<file path="src/rtl/paralelo_serial_tx_param.sv">
`default_nettype none
// ============================================================================
//  Module   : paralelo_serial_tx_param
//  Purpose  : Parametrised parallel-to-serial lane transmitter. Takes WIDTH-bit
//             words over valid/ready, shifts them out one bit per clock, fills
//             empty slots with IDLE_WORD and sends SYNC_WORDS idle words after
//             every reset before data is accepted.
//  Revision : 1.0  initial release
// ============================================================================
module paralelo_serial_tx_param #(
  parameter int                WIDTH      = 8,
  parameter logic [WIDTH-1:0]  IDLE_WORD  = WIDTH'(8'hBC),
  parameter bit                MSB_FIRST  = 1'b1,
  parameter int                SYNC_WORDS = 4
) (
  input  logic             clk,
  input  logic             reset,       // asynchronous, active low
  input  logic [WIDTH-1:0] data_in,
  input  logic             valid_in,
  output logic             ready_out,
  output logic             serial_out,
  output logic             word_start,
  output logic             idle_out,
  output logic             sync_done
);

  localparam int                CNT_W     = $clog2(WIDTH);
  localparam logic [CNT_W-1:0]  LAST_CNT  = CNT_W'(WIDTH - 1);
  localparam int                SYNC_W    = $clog2(SYNC_WORDS + 1);
  localparam logic [SYNC_W-1:0] SYNC_LAST = SYNC_W'(SYNC_WORDS - 1);

  typedef enum logic [0:0] {
    ST_SYNC = 1'b0,
    ST_RUN  = 1'b1
  } state_t;

  state_t            state_q, state_d;
  logic [CNT_W-1:0]  cnt_q, cnt_d;
  logic [WIDTH-1:0]  shift_q, shift_d;
  logic              idle_q, idle_d;
  logic [SYNC_W-1:0] sync_cnt_q, sync_cnt_d;
  logic              boundary;

  // The counter is preset to the last bit so the first edge after reset
  // release is a word boundary and loads the first sync idle word.
  assign boundary = (cnt_q == LAST_CNT);

  // State, bit counter, shift register and idle flag.
  always_ff @(posedge clk or negedge reset) begin
    if (!reset) begin
      state_q    <= ST_SYNC;
      cnt_q      <= LAST_CNT;
      shift_q    <= '0;
      idle_q     <= 1'b0;
      sync_cnt_q <= '0;
    end else begin
      state_q    <= state_d;
      cnt_q      <= cnt_d;
      shift_q    <= shift_d;
      idle_q     <= idle_d;
      sync_cnt_q <= sync_cnt_d;
    end
  end

  // Next-state: free-running bit counter, word load at boundaries, shift otherwise.
  always_comb begin
    state_d    = state_q;
    idle_d     = idle_q;
    sync_cnt_d = sync_cnt_q;
    cnt_d      = boundary ? '0 : cnt_q + 1'b1;
    ready_out  = 1'b0;

    // Between boundaries the next transmit bit moves into the output position.
    if (MSB_FIRST) begin
      shift_d = {shift_q[WIDTH-2:0], 1'b0};
    end else begin
      shift_d = {1'b0, shift_q[WIDTH-1:1]};
    end

    case (state_q)
      ST_SYNC: begin
        if (boundary) begin
          shift_d    = IDLE_WORD;
          idle_d     = 1'b1;
          sync_cnt_d = sync_cnt_q + 1'b1;
          // Entering RUN while the last sync word loads lets the very next
          // boundary accept data, so exactly SYNC_WORDS idles precede data.
          if (sync_cnt_q == SYNC_LAST) begin
            state_d = ST_RUN;
          end
        end
      end
      ST_RUN: begin
        ready_out = boundary;
        if (boundary) begin
          if (valid_in) begin
            shift_d = data_in;
            idle_d  = 1'b0;
          end else begin
            shift_d = IDLE_WORD;
            idle_d  = 1'b1;
          end
        end
      end
      default: begin
        state_d = ST_SYNC;
      end
    endcase
  end

  assign serial_out = MSB_FIRST ? shift_q[WIDTH-1] : shift_q[0];
  assign word_start = (cnt_q == '0);
  assign idle_out   = idle_q;
  assign sync_done  = (state_q == ST_RUN);

endmodule
`default_nettype wire

</file>
<file path="config.mk">
export PLATFORM = sky130hd
export DESIGN_NAME = paralelo_serial_tx_param
export DESIGN_NICKNAME = d
export VERILOG_FILES = /design/src/rtl/paralelo_serial_tx_param.sv
export SDC_FILE = /design/constraint.sdc
export NUM_CORES = 1
export LEC_CHECK = 0
export CORE_UTILIZATION = 25
export DETAILED_ROUTE_END_ITERATION = 10
export PLACE_DENSITY = 0.51
export SLEW_MARGIN = 25
export SYNTH_ARGS = -nofsm -noshare
export SYNTH_HDL_FRONTEND = slang
export SYNTH_SLANG_ARGS = --single-unit
</file>
<file path="constraint.sdc">
create_clock -name clk -period 1.9 [get_ports clk]
set_input_delay 0.38 -clock clk [delete_from_list [all_inputs] [get_ports clk]]
set_output_delay 0.38 -clock clk [all_outputs]
set_load 0.02 [all_outputs]
</file>
Word level (Yosys, flattened, before mapping)
Cells that the tools add are included.
W data, S select, Z words.
- flip-flop bits (word level): 16
- output and inout port bits: 5
- logic and storage cells: 28
- add/sub/neg operators: 2
- equal/unequal tests: 4
- multiplexer cells: 13
- bitwise operators: 1
- reduce and logical (&&, ||, !) cells: 3
- operators with widths (kind ; count):
    $mux W8 ; 3
    $pmux W8 S2 ; 1
    $mux W1 ; 7
    $add A3 B1 Y3 const B ; 2
    $reduce_and A2 Y1 ; 2
    $eq A3 B2 Y1 const B ; 1
    $eq A3 B3 Y1 const B ; 1
    $logic_not A3 Y1 ; 1
    $mux W3 ; 1
    $ne A2 B1 Y1 const B ; 1
    $ne A2 B2 Y1 const B ; 1
    $pmux W1 S2 ; 1
    $not A1 Y1 ; 1

Longest topological paths before layout
- depth after elaboration: 4
- mapped depth: 5
- gate-level depth less buffers: 4

Worst setup path before layout
OpenSTA, ideal clock, no wires.
- path kind: reg-to-output
- start: register cnt_q[0]
- end: output port ready_out
- arrival time: 1196 ps
- required time: 1520 ps
- path slack: 324 ps
- stages on the path, launching flop included: 5
- path buffers: 1
- cells stage by stage: dfstp_2 ha_1 ha_1 and2_1 buf_6
- longest elaborated chain between the ends: 2
- ends and longest elaborated chain (item ; line ; text):
    start, declared ; 38 ; logic [CNT_W-1:0] cnt_q, cnt_d;
    start signal, assigned ; 58 ; cnt_q <= cnt_d;
    $eq A3 B3 Y1 ; 46 ; assign boundary = (cnt_q == LAST_CNT);
    $mux W1 ; 80 ; case (state_q)
    end, declared ; 20 ; output logic ready_out,
No other way between the ends.

Worst setup path in the final report
Ends and elaborated chain as after synthesis.

==> metrics.md <==
| Metric | Value |
|---|---|
| Outcome | `finished clean` |
| Synth top cells by count | `13 x dfrtp_1, 7 x nor2b_1, 6 x ha_1` |
| Total setup buffers inserted after CTS | `0` |
| Max Fclk | `around 0.55 GHz` |
| Initial antenna violation count | `0` |
| Startpoint types | `flop` |
| Seq/Total Area, Yosys | `roughly half` |
| Adder-cell share of the synthesized area | `9.404%` |
| Crit path from | `cnt_q[0]$_DFF_PN1_` |
| Area fraction of the dominant cell type after synthesis | `between 40% and 50%` |
| PortBufs | `15` |
| Worst Setup EP | `ready_out` |
| Worst r2r dst | `sync_cnt_q[1]$_DFFE_PN0P_` |
| Headroom to the max-slew limit | `between 70% and 80%` |
| Critical path's largest stage delay | `about 550 ps` |
| Top_reg_cell synth | `dfrtp_1` |
| Compound-Gate Fraction of Synth Area | `under 10%` |
| Critical path's top delay family | `flip-flops` |
| Fin util | `between 30 and 40%` |
| Critical path class | `flop to output pin` |
| Final ANT Viol Nets | `0` |
| Largest family of logic cells by synthesized area | `simple AND/OR/NAND/NOR gates` |
| Crit path arrival time | `1440 ps` |
| Syn Inst Count | `just under 70` |
| Seq cells post-synth | `16` |
| Finished Layout Cells | `approximately 130` |
| Warnings from Yosys | `0` |
| Placed insts | `between 100 and 150` |
| Unrepaired setup endpoints after global routing | `yes` |
| Vias in the first global route | `589` |
| Max IR drop VDD | `0.0004097 V` |
| Crit. path cell count | `4` |
| Mux share of post-synthesis cell area | `roughly 2.7%` |
| Total gr overflow | `0` |
| PD cells | `601.1 nW/µm²` |
| CP bufs+invs | `1` |
| Worst-path clk slew | `roughly 90 ps` |
| Top-count cell post-synth | `dfrtp_1` |
| Root Driver | `clkbuf_4` |
| First-pass GRT wire length | `2684 µm` |
| CP max FO | `2` |
| # hold bufs at CTS | `0` |
| Netlist Area Pre-Place | `roughly 800 µm²` |
| Initial Util | `26.15%` |
| Slew @ Worst Pin | `~340 ps` |
| Final hold vios | `0` |
| H-tree Lvls | `1` |
| Number of enable flip-flop cells after synthesis | `0` |
| Synth Area in Simple Gates | `between 20% and 30%` |
| Die width | `about 59 µm` |
| Number of fill cells | `~320` |
| Total die area | `between 3000 and 4000 µm²` |
| Critical Path End Type | `output pin` |
| HPWL after detailed placement | `~1100 µm` |
| CTS tree | `built` |
| Final Critical Period | `approximately 1800 ps` |
| Routed wire length | `1524 µm` |
| Max-slew violations | `0` |
| Wire length per cell | `between 10 and 15 µm` |
| Routed via count | `between 500 and 600` |
| Final Cycle Share | `between 90% and 100%` |
| Asr flop ratio synth | `between 90% and 100%` |
| Yosys cell types | `25` |
| Setup Skew | `0.6119 ps` |
| Area Growth Syn to Fin | `31.03%` |
| Worst hold path class | `input pin to async pin` |
| DRC | `0` |
| Initial drt markers | `7` |
| Die Y | `~59 µm` |
| Clock buffer count from CTS | `3` |
| Worst reg2reg setup slack | `roughly 320 ps` |
| Post-Synth XOR/XNOR Area | `1.097%` |
| Core area | `slightly above 3000 µm²` |
| CTS Buffer Depth | `2` |
| Cell row count | `20` |
| Placer Congestion | `around 0.7` |
| Max_cap viols | `0` |
| Avg Cell Area, Syn | `roughly 12 µm²` |
| Synth Net Count | `86` |
| Post-synth top area cell | `dfrtp_1` |
| Clock sinks | `16` |
| 1st-pass router iterations | `4` |
| Largest net degree at the start of global routing | `20` |
| GRT Total Usage | `between 10% and 20%` |
| FF-to-FF path depth | `5` |
| WP data required | `~1500 ps` |
| LEAKAGE | `0.4716 nW` |
| Vias/cell | `~4.4` |
| Ant. Diodes | `0` |
| Number of top-level pins | `16` |
| Crit path max-delay cell type | `dfstp_2` |
| Layout cells sized above 1 | `just over 20%` |
| Synth area leaders | `dfrtp_1 41%, dfstp_2 9.9%, ha_1 9.4%, nor2b_1 5.5%, a211oi_1 3.8%` |
| Nets@finish | `between 100 and 150` |
| Critical path, cell by cell | `ha_2 -> ha_1 -> and2_4 -> buf_4` |
| Final setup viols | `0` |
| R2R Path Start | `cnt_q[0]$_DFF_PN1_` |
| Worst skew pair latency | `between 200 and 300 ps` |
[logic make-up (layout without fill, tap and decap cells)]
logic type      Yosys count  in the layout
compound gates            7              7
xor+xnor                  1              1
fa+ha+maj                 6              6
buf+inv                   8             28
flops                    16             16
mux                       2              2
simple gates             29             29
[what timing repair did]
action	4_1_cts	5_1_grt
resized for setup	8	3
endpoints found under the hold margin	0	0
setup endpoints to repair	2	1
[flip-flops by register name, indices dropped and copies added (netlist names)]
name        count
idle_out        1
cnt_q           3
shift_q         8
sync_done       1
sync_cnt_q      3
[where the power goes]
part | internal, W | leakage (nW) | switching (W) | total, W
registers | 0.000349 | 0.183 | 0.00000382 | 0.000353
logic | 0.0000306 | 0.268 | 0.0000197 | 0.0000504
clock network | 0.000117 | 0.0210 | 0.000109 | 0.000225
[how the worst min path moves through the flow]
| stage | start | slack, ps | end | cells after the start |
|---|---|---|---|---|
| floorplan | reset | 80 | idle_out$_DFFE_PN0P_ | 0 |
| global route | reset | 410 | sync_cnt_q[0]$_DFFE_PN0P_ | 2 |
| CTS | reset | 410 | shift_q[1]$_DFF_PN0_ | 2 |
| finish | reset | 410 | idle_out$_DFFE_PN0P_ | 2 |
| detailed placement | sync_cnt_q[0]$_DFFE_PN0P_ | 470 | sync_cnt_q[0]$_DFFE_PN0P_ | 1 |
| global placement | sync_cnt_q[0]$_DFFE_PN0P_ | 470 | sync_cnt_q[0]$_DFFE_PN0P_ | 1 |
[final cells by class]
class,instances,area (µm²),share of cell area [%]
clock buffer,4,36.28,3.469
inverter,3,11.26,1.077
multi-input combinational,45,351.6,33.61
sequential,16,404.1,38.64
tap,44,55.05,5.263
timing repair buffer,21,187.7,17.94
[stage by stage]
step           hold WS, ps  area (µm²)  setup TNS (ps)  setup slack, ps  total power [W]
3_5_place_dp         473.6        1012          -91.46           -91.46        0.0004110
5_1_grt              408.1        1046          -2.666           -2.666        0.0006657
2_1_floorplan        84.41       798.3               0            324.1        0.0003728
3_3_place_gp         466.6        1012          -58.02           -58.02        0.0004094
6_report             411.1        1046               0            81.26        0.0006287
4_1_cts              407.7        1039               0            18.25        0.0006440
[worst register-to-register path, cell delays in order, from the launching register on]
cell and delay [ps]:
dfstp_2 550, ha_2 180, ha_1 160, buf_4 200, nand2b_4 90, mux2_1 310
[layout by cell type, fill, tap and decap left out, types with 2 or more instances in the layout]
master	instances
dfrtp_1	13
clkdlybuf4s50_1	13
nor2b_1	7
buf_4	7
ha_1	5
nor3b_1	4
nor3_1	4
a211oi_1	4
inv_1	3
nand3_1	3
clkbuf_4	3
dfstp_2	3
nor2_1	2
nand4_1	2
nand3b_1	2
or3b_1	2
[routing by layer]
| layer | vias to the layer above | global-route usage [%] | share of wire [%] |
|---|---|---|---|
| met4 | 0 | 6.122 | 2.2 |
| met1 | 285 | 13.19 | 47 |
| li1 | 281 | - | - |
| met3 | 4 | 3.956 | 4.1 |
| met2 | 13 | 16.75 | 47 |
| met5 | - | 0 | 0 |
No activity file was read; power rests on OpenSTA's default activity.
